[src/rtl/mem_bus_pkg.sv]
// rtl/mem_bus_pkg.sv - shared types and constants for the two-port RAM arbiter
package mem_bus_pkg;

  localparam int DataW = 32;
  localparam int StrbW = 4;

  typedef enum logic {
    IDLE = 1'b0,
    RESP = 1'b1
  } state_t;

  typedef logic port_id_t;

  localparam port_id_t PORT0 = 1'b0;
  localparam port_id_t PORT1 = 1'b1;

endpackage

[src/rtl/rr_arb2.sv]
// rtl/rr_arb2.sv - two-requester round-robin selector, one-hot grant
module rr_arb2
  import mem_bus_pkg::*;
(
  input  logic [1:0] req,
  input  port_id_t   last,
  output logic [1:0] grant
);

  always_comb begin
    grant = 2'b00;
    unique case (req)
      2'b01:   grant = 2'b01;
      2'b10:   grant = 2'b10;
      // Contention: the port that did not win last time goes first.
      2'b11:   grant = (last == PORT1) ? 2'b01 : 2'b10;
      default: grant = 2'b00;
    endcase
  end

endmodule

[src/rtl/mem_bus_arbiter.sv]
// rtl/mem_bus_arbiter.sv - arbitrates CPU and UART-loader ports onto one
// synchronous RAM; one transaction in flight, grant in IDLE, ready in RESP.
module mem_bus_arbiter
  import mem_bus_pkg::*;
#(
  parameter int RamWords = 256,
  parameter int AddrW    = $clog2(RamWords)
) (
  input  logic             clk_i,
  input  logic             reset_ni,

  input  logic             m0_valid_i,
  input  logic [31:0]      m0_addr_i,
  input  logic [31:0]      m0_wdata_i,
  input  logic [3:0]       m0_wstrb_i,
  output logic             m0_ready_o,
  output logic [31:0]      m0_rdata_o,

  input  logic             m1_valid_i,
  input  logic [31:0]      m1_addr_i,
  input  logic [31:0]      m1_wdata_i,
  input  logic [3:0]       m1_wstrb_i,
  output logic             m1_ready_o,
  output logic [31:0]      m1_rdata_o,

  output logic             ram_en_o,
  output logic [3:0]       ram_wen_o,
  output logic [AddrW-1:0] ram_addr_o,
  output logic [31:0]      ram_wdata_o,
  input  logic [31:0]      ram_rdata_i,

  output logic             busy_o,
  output logic             oob_err_o
);

  localparam logic [31:0] OobBase = 32'(4 * RamWords);

  state_t     state_q, state_d;
  port_id_t   grant_q, grant_d;
  port_id_t   last_q, last_d;
  logic       oob_q, oob_d;
  logic       oob_err_q, oob_err_d;

  logic [1:0]       req;
  logic [1:0]       rr_grant;
  port_id_t         win;
  logic             take;
  logic [31:0]      sel_addr;
  logic [31:0]      sel_wdata;
  logic [StrbW-1:0] sel_wstrb;
  logic             sel_oob;
  logic             resp;

  assign req = {m1_valid_i, m0_valid_i};

  rr_arb2 u_rr_arb2 (
    .req   (req),
    .last  (last_q),
    .grant (rr_grant)
  );

  assign win       = rr_grant[1] ? PORT1 : PORT0;
  assign sel_addr  = (win == PORT1) ? m1_addr_i  : m0_addr_i;
  assign sel_wdata = (win == PORT1) ? m1_wdata_i : m0_wdata_i;
  assign sel_wstrb = (win == PORT1) ? m1_wstrb_i : m0_wstrb_i;
  assign sel_oob   = (sel_addr >= OobBase);

  always_comb begin
    state_d   = state_q;
    grant_d   = grant_q;
    last_d    = last_q;
    oob_d     = oob_q;
    oob_err_d = oob_err_q;
    take      = 1'b0;
    unique case (state_q)
      IDLE: begin
        // reset_ni gating keeps the RAM strobe quiet while reset is held.
        if (reset_ni && (req != 2'b00)) begin
          take    = 1'b1;
          state_d = RESP;
          grant_d = win;
          last_d  = win;
          oob_d   = sel_oob;
          if (sel_oob) begin
            oob_err_d = 1'b1;
          end
        end
      end
      RESP: begin
        state_d = IDLE;
      end
      default: begin
        state_d = IDLE;
      end
    endcase
  end

  always_ff @(posedge clk_i or negedge reset_ni) begin
    if (!reset_ni) begin
      state_q   <= IDLE;
      grant_q   <= PORT0;
      last_q    <= PORT1;
      oob_q     <= 1'b0;
      oob_err_q <= 1'b0;
    end else begin
      state_q   <= state_d;
      grant_q   <= grant_d;
      last_q    <= last_d;
      oob_q     <= oob_d;
      oob_err_q <= oob_err_d;
    end
  end

  assign ram_en_o    = take && !sel_oob;
  assign ram_wen_o   = ram_en_o ? sel_wstrb : '0;
  assign ram_addr_o  = ram_en_o ? sel_addr[AddrW+1:2] : '0;
  assign ram_wdata_o = ram_en_o ? sel_wdata : '0;

  assign resp       = (state_q == RESP);
  assign busy_o     = resp;
  assign oob_err_o  = oob_err_q;
  assign m0_ready_o = resp && (grant_q == PORT0);
  assign m1_ready_o = resp && (grant_q == PORT1);
  assign m0_rdata_o = (m0_ready_o && !oob_q) ? ram_rdata_i : '0;
  assign m1_rdata_o = (m1_ready_o && !oob_q) ? ram_rdata_i : '0;

endmodule

[config.mk]
export PLATFORM = sky130hd
export DESIGN_NAME = mem_bus_arbiter
export DESIGN_NICKNAME = d
export VERILOG_FILES = /design/src/rtl/mem_bus_pkg.sv /design/src/rtl/rr_arb2.sv /design/src/rtl/mem_bus_arbiter.sv
export SDC_FILE = /design/constraint.sdc
export NUM_CORES = 1
export LEC_CHECK = 0
export CAP_MARGIN = 5
export CORE_AREA = 2 2 110 112
export CTS_BUF_LIST = sky130_fd_sc_hd__clkbuf_4
export DETAILED_ROUTE_END_ITERATION = 8
export DIE_AREA = 0 0 112 114
export PLACE_DENSITY_LB_ADDON = 0.15
export SLEW_MARGIN = 0
export SYNTH_ARGS = -nofsm -noshare
export SYNTH_HDL_FRONTEND = slang
export SYNTH_HIERARCHICAL = 1
export SYNTH_SLANG_ARGS = --single-unit
[constraint.sdc]
create_clock -name clk_i -period 2.3 [get_ports clk_i]
set_input_delay 0.46 -clock clk_i [delete_from_list [all_inputs] [get_ports clk_i]]
set_output_delay 0.46 -clock clk_i [all_outputs]
set_load 0.1 [all_outputs]
==> impl_metrics.yaml <==
status:
  run_status: "complete, but fails checks"
  violated_checks: "setup timing"
sta:
  max_slew.worst_pin.slew_ns: 0.308
  hold_viol_final: 0
  hold_slack_ns: 0.474
  final.setup.tns_ns: -18.13
  maxSlewHeadroom: 0.789
  unrepaired_setup_endpoints_after_global_routing: "true"
  max_freq_mhz: 364
  finalWorstPathRequiredPeriod_ns: 2.75
  final-setup-viol-count: 45
  slew_viol_final: 0
  fin_worst_skew_ns: 0.00165
  fin_crit_sh: 1.19
  post-route-worst-setup-slack_ns: -0.446
power:
  total_leakage_power_nw: 2.72
  netSwitchingFraction: 0.374
  power.switching_mw: 0.322
  clockPowerShare: 0.137
  peakVddDrop_mv: 0.112
  cell_internal_pwr_mw: 0.540
  part_of_the_total_power_dissipated_in_combinational_logic: 0.731
  seq_power_share: 0.132
  power_density_nw_per_um2: 132
synthesis:
  synth_instances: 208
  combined_area_of_all_synthesized_cells_sq_um: 1640
  synthesis.nets: 380
  ys_warn_count: 6
  avgSynthCellArea_sq_um: 7.87
drt:
  dr.first_iter.drc_count: 94
  drt_wl_total_mm: 10.8
  wl_per_cell_um: 16.8
  detail_route.vias_per_cell: 4.20
  antenna_violating_nets_post_route: 0
  vias: 2717
  drc: 0
  firstDrtPassIters: 4
floorplanning:
  dieHeight_um: 114
  die_w_um: 112
  placement_rows: 40
  initial_core_utilization: 0.140
  die_area_sq_um: 12800
  floorplan.io_pins: 285
  standard_cell_core_area_sq_um: 11700
cts:
  cts-root-buf: "clkbuf_4"
  clk-insertion-delay-late_ns: 0.24
  numCtsBuffers: 3
  cts_sinks: 5
  cts-htree-levels: 1
  clk_path_buf_depth: 2
  holdBufCountCts: 0
  cts.clk_slew.worst_paths_ns: 0.05
  tritoncts: "done"
final_layout:
  layout-area-overhead-vs-synth_pct: 299
  mostFrequentLayoutCell: "clkdlybuf4s50_1"
  fillerInstances: 995
  drive_above_1_share: 0.540
  antennaDiodeCount: 0
  nets: 673
  finish.cell_count_without_fillers: 647
  final_cell_mix: "clkdlybuf4s50_1 (149), buf_12 (117), and2_2 (64), mux2i_1 (44), nor3_4 (44)"
setup_path:
  critical_path_class: "input pin to output port"
  cp_max_fo: 7
  cp-end-kind: "output port"
  critPathArrivalTime_ns: 2.29
  worstSetupStartpointType: "input pin"
  worst_ep_required_time_ns: 1.84
global_routing:
  vias_in_the_first_global_route: 2932
  grt_start_max_net_pins: 47
  antenna_violations_before_repair: 0
  track_usage: 0.163
  wire_length_of_the_first_global_routing_pass_mm: 16.5
  grt_remaining_overflow: 0
flow_run:
  maxCapViolCount: 0
place:
  place.port_buffers: 280
  routabilityCongestion: 0.822
  dp.cells: 635
  detailed_place_hpwl_mm: 9.35
hold_path:
  timing.hold.worst.class: "flip-flop to flip-flop"
==> sequential cells by signal, indices dropped and copies added, names as in the netlist <==
| signal | cells |
|---|---|
| oob_q | 1 |
| oob_err_o | 1 |
| busy_o | 1 |
| grant_q | 1 |
| last_q | 1 |
==> worst max-delay path, cell delays in order <==
cell,delay [ns]
clkdlybuf4s50_1,0.42
nor4_2,0.27
nand4_1,0.17
o22a_4,0.27
buf_12,0.13
buf_12,0.14
nor3_4,0.22
buf_12,0.20
==> layout make-up <==
class / count / area [sq um] / share of cell area
repair buffers: 309 / 4280 / 0.655
multi-input cells: 180 / 1900 / 0.291
well taps: 147 / 184 / 0.0281
flip-flops and latches: 5 / 130 / 0.0199
clock buffers: 4 / 30.0 / 0.00459
inverters: 2 / 7.51 / 0.00115
==> repair_timing <==
action | 4_1_cts | 5_1_grt
endpoints found under the setup margin | 45 | 45
setup buffers | 5 | 1
resized for setup | 26 | 6
cloned | 2 | 0
pin swaps | 39 | 5
==> worst paths after layout <==
| kind | startpoint | end | slack, ns | cells past startpoint |
|---|---|---|---|---|
| max reg2reg | last_q | oob_q | 0.22 | 9 |
| min | oob_err_o | oob_err_o | 0.47 | 1 |
| max | m1_addr_i[16] | ram_addr_o[7] | -0.45 | 8 |
| min in group asynchronous | reset_ni | busy_o | 0.53 | 2 |
| max in group asynchronous | reset_ni | last_q | 1.57 | 2 |
| min reg2reg | oob_err_o | oob_err_o | 0.47 | 1 |
==> power groups by stage <==
stage	logic, mW	registers (mW)	clock network, mW
5_1_grt	0.671	0.116	0.131
3_3_place_gp	0.629	0.114	0
4_1_cts	0.639	0.114	0.121
3_5_place_dp	0.637	0.116	0
2_1_floorplan	0.260	0.119	0
6_report	0.630	0.114	0.118
==> metal layers <==
metal / global-route usage / up-vias / wire [um] / part of all wire
li1: - / 1329 / - / -
met1: 0.170 / 1217 / 3680 / 0.34
met2: 0.313 / 167 / 5820 / 0.54
met3: 0.0765 / 4 / 1320 / 0.12
met4: 0.00732 / 0 / 23 / 0.0021
met5: 0 / - / 0 / 0
==> through the flow <==
| stage | utilization | setup WS, ns | total power [mW] | area [sq um] |
|---|---|---|---|---|
| 6_report | 0.558 | -0.446 | 0.862 | 6540 |
| 5_1_grt | 0.558 | -0.509 | 0.918 | 6540 |
| 4_1_cts | 0.556 | -0.462 | 0.874 | 6510 |
| 3_5_place_dp | 0.540 | -0.704 | 0.752 | 6320 |
| 3_3_place_gp | 0.540 | -0.636 | 0.743 | 6320 |
| 2_1_floorplan | - | -0.412 | 0.379 | 2140 |
(Power assumes the default switching activity.)
